`src/rtl/enc8x3_seq_if.sv`:
```
// rtl/enc8x3_seq_if.sv - request/handshake bundle for the sequential 8-to-3 encoder
//
// Signals:
//   A     8  request vector into the encoder
//   ready 1  consumer accepts Y when ready && valid
//   Y     3  served index (registered)
//   valid 1  Y holds a served index (registered)
//   pend  8  pending request set, excluding the bit currently being served
//   idle  1  pend == 0 and valid == 0
// Modports: slave = encoder side, master = requester/consumer side.
interface enc8x3_seq_if;
  logic [7:0] A;
  logic       ready;
  logic [2:0] Y;
  logic       valid;
  logic [7:0] pend;
  logic       idle;

  modport slave (
    input  A,
    input  ready,
    output Y,
    output valid,
    output pend,
    output idle
  );

  modport master (
    output A,
    output ready,
    input  Y,
    input  valid,
    input  pend,
    input  idle
  );
endinterface

```
`src/rtl/enc8x3_seq.sv`:
```
// rtl/enc8x3_seq.sv - sequential 8-to-3 encoder serving pending requests one index per handshake
//
// Ports:
//   clk  rising-edge clock
//   rst  asynchronous active-high reset
//   bus  enc8x3_seq_if.slave (A, ready in; Y, valid, pend, idle out)
// Parameter:
//   HIGH_FIRST  1 = bit 7 has highest priority, 0 = bit 0 has highest priority
// Optional feature macro: ENC8X3_ROUND_ROBIN_EN
//   defined   -> rotating priority starting after the last granted index (HIGH_FIRST ignored)
//   undefined -> fixed priority per HIGH_FIRST
module enc8x3_seq #(
  parameter bit HIGH_FIRST = 1'b1
) (
  input  logic         clk,
  input  logic         rst,
  enc8x3_seq_if.slave  bus
);

  logic [7:0] pend_q;
  logic [2:0] y_q;
  logic       valid_q;
  logic [7:0] merged;
  logic       can_advance;
  logic [2:0] sel;

`ifdef ENC8X3_ROUND_ROBIN_EN
  logic [2:0] last_q;
`endif

  // New requests fold into the pending set every edge; a bit already
  // pending or re-asserted as it is granted simply merges, never duplicates.
  assign merged      = pend_q | bus.A;
  assign can_advance = !valid_q || bus.ready;

  always_comb begin
    sel = 3'd0;
`ifdef ENC8X3_ROUND_ROBIN_EN
    // Walk offsets from farthest to nearest so the nearest set bit after
    // last_q wins; offset 8 wraps back onto last_q itself.
    for (int k = 8; k >= 1; k--) begin
      if (merged[3'(last_q + 3'(k))]) sel = 3'(last_q + 3'(k));
    end
`else
    if (HIGH_FIRST) begin
      for (int i = 0; i < 8; i++) begin
        if (merged[i]) sel = 3'(i);
      end
    end else begin
      for (int i = 7; i >= 0; i--) begin
        if (merged[i]) sel = 3'(i);
      end
    end
`endif
  end

  always_ff @(posedge clk or posedge rst) begin
    if (rst) begin
      pend_q  <= 8'h00;
      y_q     <= 3'd0;
      valid_q <= 1'b0;
`ifdef ENC8X3_ROUND_ROBIN_EN
      last_q  <= 3'd7;
`endif
    end else if (can_advance) begin
      if (merged != 8'h00) begin
        y_q     <= sel;
        valid_q <= 1'b1;
        pend_q  <= merged & ~(8'b1 << sel);
`ifdef ENC8X3_ROUND_ROBIN_EN
        last_q  <= sel;
`endif
      end else begin
        // Nothing to serve: drop valid, keep Y at its last value.
        valid_q <= 1'b0;
        pend_q  <= 8'h00;
      end
    end else begin
      // Stall: the offered index holds while requests keep accumulating.
      pend_q <= merged;
    end
  end

  assign bus.Y     = y_q;
  assign bus.valid = valid_q;
  assign bus.pend  = pend_q;
  assign bus.idle  = (pend_q == 8'h00) && !valid_q;

endmodule
```
`src/flat_wrapper.sv`:
```
// flat-port wrapper written by rule: the top's interface ports become plain ports
module enc8x3_seq_flat 
#(
  parameter bit HIGH_FIRST = 1'b1
)
  (clk, rst, bus_A, bus_ready, bus_Y, bus_valid, bus_pend, bus_idle);
  enc8x3_seq_if bus_i ();
  input  logic clk;
  input  logic rst;
  input wire logic [$bits(bus_i.A)-1:0] bus_A;
  input wire logic [$bits(bus_i.ready)-1:0] bus_ready;
  output wire logic [$bits(bus_i.Y)-1:0] bus_Y;
  output wire logic [$bits(bus_i.valid)-1:0] bus_valid;
  output wire logic [$bits(bus_i.pend)-1:0] bus_pend;
  output wire logic [$bits(bus_i.idle)-1:0] bus_idle;
  assign bus_i.A = bus_A;
  assign bus_i.ready = bus_ready;
  assign bus_Y = bus_i.Y;
  assign bus_valid = bus_i.valid;
  assign bus_pend = bus_i.pend;
  assign bus_idle = bus_i.idle;
  enc8x3_seq #(.HIGH_FIRST(HIGH_FIRST)) u_core (.clk(clk), .rst(rst), .bus(bus_i));
endmodule
```
`config.mk`:
```
export PLATFORM = sky130hd
export DESIGN_NAME = enc8x3_seq_flat
export DESIGN_NICKNAME = d
export VERILOG_FILES = /design/src/rtl/enc8x3_seq_if.sv /design/src/rtl/enc8x3_seq.sv /design/src/flat_wrapper.sv
export SDC_FILE = /design/constraint.sdc
export NUM_CORES = 1
export LEC_CHECK = 0
export BUFFER_PORTS_ARGS = -buffer_cell sky130_fd_sc_hd__buf_2
export CAP_MARGIN = 20
export CORE_MARGIN = 4
export CORE_UTILIZATION = 45
export DETAILED_ROUTE_END_ITERATION = 7
export GPL_TIMING_DRIVEN = 0
export PLACE_DENSITY = 0.75
export SLEW_MARGIN = 20
export SYNTH_ARGS = -nofsm -noshare
export SYNTH_HDL_FRONTEND = slang
export SYNTH_SLANG_ARGS = --single-unit
```
`constraint.sdc`:
```
create_clock -name clk -period 1.6 [get_ports clk]
set_input_delay 0 -clock clk [delete_from_list [all_inputs] [get_ports clk]]
set_output_delay 0 -clock clk [all_outputs]
set_load 0.1 [all_outputs]
```
# ---- After elaboration in Yosys (flattened, before gate mapping)
# Index checks and enable logic that the tools add are counted.
dict set report word_totals {
  regBits 12
  input_bits 11
  output_inout_bits 13
  wordCells 23
}
dict set report classes {
  shift 1
  muxes 10
  bitwise_logic 3
  reduce_logical 6
}
# operator n
set ops {}
lappend ops {{2-to-1 mux 8 bit} 2}
lappend ops {{2-to-1 mux 3 bit} 4}
lappend ops {{AND 8 bit} 1}
lappend ops {{logical NOT 8 bit} 1}
lappend ops {{inverter 8 bit} 1}
lappend ops {{OR 8 bit} 1}
lappend ops {{nonzero test 8 bit} 1}
lappend ops {{left shift 1 x 3 -> 8 bit, first input constant} 1}
lappend ops {{2-to-1 mux 2 bit} 2}
lappend ops {{2-to-1 mux 1 bit} 2}
lappend ops {{AND reduction 2 bit} 1}
lappend ops {{logical AND 1 bit} 1}
lappend ops {{logical NOT 1 bit} 1}
lappend ops {{logical OR 1 bit} 1}

# ---- Depth between registers and ports, before layout
dict set report depth {
  depth_word 13
  ltp_mapped 4
  ltp_nobuf 4
}

# ---- Least setup slack after synthesis
# OpenSTA, ideal clock, no wires.
dict set report synth_timing {
  path_type {register -> output}
  startpoint {register u_core.pend_q[7] (netlist: u_core.bus.pend[7])}
  endpoint {output port bus_idle}
  arrival_time_ns 4.047
  t_required_ns 1.600
  setup_slack_ns -2.447
  stages_incl_launch_ff 4
  n_path_buf 0
  cell_sequence {dfrtp_1 > nor4_1 > nand2_1 > nor4_1}
}
dict set report synth_via {
  elab_chain_cells 2
}
# element line
set synth_lines {}
lappend synth_lines {{start, declared} enc8x3_seq.sv:20} ;# logic [7:0] pend_q;
lappend synth_lines {{start signal, assigned} enc8x3_seq.sv:69} ;# pend_q <= merged & ~(8'b1 << sel);
lappend synth_lines {{start signal, assigned} enc8x3_seq.sv:80} ;# pend_q <= merged;
lappend synth_lines {{logical NOT 8 bit} enc8x3_seq.sv:87} ;# assign bus.idle = (pend_q == 8'h00) && !valid_q;
lappend synth_lines {{logical AND 1 bit} enc8x3_seq.sv:87}
lappend synth_lines {{end, declared} flat_wrapper.sv:15} ;# output wire logic [$bits(bus_i.idle)-1:0] bus_idle;
# No other way between the ends.

# ---- Final worst setup path
dict set report layout_timing {
  startpoint {register u_core.valid_q (netlist: u_core.bus.valid)}
  endpoint {output port bus_idle}
}
dict set report layout_via {
  elab_chain_cells 2
}
# element line
set layout_lines {}
lappend layout_lines {{start, declared} enc8x3_seq.sv:22} ;# logic valid_q;
lappend layout_lines {{start signal, assigned} enc8x3_seq.sv:61} ;# valid_q <= 1'b0;
lappend layout_lines {{start signal, assigned} enc8x3_seq.sv:68} ;# valid_q <= 1'b1;
lappend layout_lines {{start signal, assigned} enc8x3_seq.sv:75} ;# valid_q <= 1'b0;
lappend layout_lines {{logical NOT 1 bit} enc8x3_seq.sv:87}
lappend layout_lines {{logical AND 1 bit} enc8x3_seq.sv:87}
# No other way between the ends.

==> impl_metrics.py <==
metrics = {
    "finish": {
        "final_cell_mix": "buf_2, nor2_1, nand2_1",
        "drive_gt1_frac": 0.538,
        "syn2layout_area_growth_pct": 47.4,
        "mostFrequentLayoutCell": "buf_2",
        "num-fill-cells": 82,
        "nets": 103,
        "postLayoutCellArea_um2": 876,
        "antennaDiodeCount": 0,
    },
    "clocking": {
        "cts_max_level": 1,
        "cts_root_buffer": "clkbuf_4",
        "cts_tree": "done",
        "cts.sinks": 12,
        "clk_latency_ns": 0.27,
        "cts_buffers": 3,
        "cts.reportedPaths.clkPinSlew_ns": 0.07,
        "cts_buffer_depth": 2,
    },
    "placed_design": {
        "dp_hpwl_um": 1110,
        "place_area_um2": 761,
        "finalWeightedCongestion": 0.756,
        "io_buffers": 23,
    },
    "route": {
        "drtAntennaViolNets": 0,
        "post_drt_wl_per_cell_um": 15.0,
        "drt_iter0_drc": 12,
        "drt_pre_antenna_iters": 4,
        "vias": 578,
        "drt_wl_total_um": 1570,
        "drcViolationCount": 0,
        "drt-vias-per-instance": 5.50,
    },
    "critical_path": {
        "crit_type": "reg -> out",
        "cp.required_ns": 1.60,
        "rr_worst_depth": 5,
        "r2r_slack_ns": 0.09,
        "crit_path_start_kind": "register",
        "crit_path_end_kind": "primary output",
        "cp_max_fo": 2,
        "arrival_ns": 1.57,
        "r2r_start": "u_core.bus.pend[7]$_DFF_PP0_",
        "regToRegEndpoint": "u_core.bus.Y[1]$_DFFE_PP0P_",
    },
    "grt": {
        "grt_overflow": 0,
        "grt_max_degree": 13,
        "antenna_found_initial": 0,
        "grt_pass1_wl_um": 2550,
        "grt_usage": 0.180,
        "grt_pass1_vias": 585,
    },
    "synth": {
        "syn_inst": 57,
        "synth-seq-cells": 12,
        "yosysSeqAreaShare": 0.505,
        "syn_nets": 68,
        "synth.avg_cell_area_um2": 10.4,
        "synth_flop_cell": "dfrtp_1",
        "ys_warn_count": 0,
        "synth_edf_count": 0,
        "synthesis.area_um2": 594,
        "synthArstFlopShare": 1.00,
        "synth_cell_type_count": 21,
    },
    "timing": {
        "max_freq_mhz": 637,
        "slew_viol_final": 0,
        "tightest_slew_ns": 0.477,
        "min_period_ns": 1.57,
        "finalCritPeriodShare": 0.981,
        "holdWs_ns": 0.00356,
        "clock_skew_ns": 0.000423,
        "hold_viol_final": 0,
        "rsz0062_at_grt": "true",
        "setup_viol": 0,
        "max_slew_margin": 0.680,
    },
    "floorplanning": {
        "fp.dieW_um": 44.3,
        "coreArea_um2": 1170,
        "fp-row-count": 12,
        "initial_utilization": 0.507,
        "die_h_um": 44.3,
        "ios": 24,
        "die_area_um2": 1970,
    },
    "min_path": {
        "hold_path_depth": 3,
        "hold-path-endpoint": "u_core.bus.valid$_DFFE_PP0N_",
        "hp-start": "bus_A[2]",
        "hold_path.class": "in -> reg",
    },
    "pwr": {
        "p_per_area_nw_per_um2": 841,
        "power.leakage_nw": 0.349,
        "ir_drop_uv": 681,
    },
    "job": {
        "drv_cap": 0,
    },
    "outcome": {
        "status": "finished clean",
    },
}
-- how the worst max path moves through the flow --
stage                                      start                      endpoint  slack (ns)  depth (start not counted)
floorplan           u_core.bus.pend[6]$_DFF_PP0_                      bus_idle       -0.47                          3
global placement    u_core.bus.pend[6]$_DFF_PP0_                      bus_idle       0.007                          4
detailed placement  u_core.bus.pend[6]$_DFF_PP0_                      bus_idle      -0.007                          4
CTS                 u_core.bus.pend[6]$_DFF_PP0_  u_core.bus.pend[1]$_DFF_PP0_      0.0006                          5
global route        u_core.bus.valid$_DFFE_PP0N_                      bus_idle       -0.03                          4
finish              u_core.bus.valid$_DFFE_PP0N_                      bus_idle        0.03                          4
-- kinds of logic after synthesis --
logic type / synth area share
and+or+nand+nor: 0.322
DFF: 0.505
buffers and inverters: 0.0126
AOI/OAI and AO/OA: 0.160
-- synthesized netlist by cell type, drive strengths merged, types with 2 or more instances --
library cell	n	area (um2)
nand2	8	32.5
a31oi	2	12.5
a21oi	4	20.0
a22o	2	17.5
nor4	6	88.8
dfrtp	12	300
nor2	11	41.3
o21ai	2	10.0
-- registers in the layout, indices dropped and copies added, names as in the netlist --
signal	cells
u_core.bus.Y	3
u_core.bus.valid	1
u_core.bus.pend	8
-- layer usage --
layer / track usage / vias up / part of all wire
met4: 0.0904 / 0 / 0.022
met5: 0 / - / 0
met3: 0.0285 / 4 / 0.051
met1: 0.211 / 273 / 0.41
li1: - / 281 / -
met2: 0.314 / 20 / 0.52
-- cell type report --
type | count | area [um2] | area share
Sequential cell | 12 | 319 | 0.364
Multi-Input combinational cell | 43 | 317 | 0.361
Buffer | 1 | 3.75 | 0.00429
Timing Repair Buffer | 30 | 179 | 0.204
Clock buffer | 4 | 36.3 | 0.0414
Inverter | 1 | 3.75 | 0.00429
Tap cell | 14 | 17.5 | 0.0200
-- worst max-delay path, stage by stage, from the launching register on --
cell	delay (ns)
dfrtp_4	0.49
nor4_4	0.28
nand2_1	0.12
nor4_4	0.15
buf_6	0.26
-- power breakdown --
part	switching [mW]	internal (mW)	total [mW]
sequential	0.00989	0.317	0.327
clock	0.103	0.138	0.241
combinational	0.130	0.0381	0.168
total	0.243	0.494	0.737
-- timing repair --
item | CTS | global route
gates resized for setup | 4 | 0
endpoints found under the setup margin | 1 | 4
hold buffers | 2 | 0
pin swaps | 4 | 4
buffers inserted | 3 | 2
hold endpoints to repair | 13 | 0
-- metrics by stage --
step | utilization | power (mW) | TNS, ns | worst slack [ns] | instances
6_report | 0.748 | 0.737 | 0 | 0.0308 | 105
5_1_grt | 0.748 | 0.769 | -0.0351 | -0.0329 | 105
4_1_cts | 0.735 | 0.738 | 0 | 0.000571 | 103
3_5_place_dp | 0.650 | 0.486 | -0.00652 | -0.00652 | 94
3_3_place_gp | 0.650 | 0.484 | 0 | 0.00685 | 94
2_1_floorplan | - | 0.447 | -0.472 | -0.472 | 57
Power figures use the tool's default switching activity.
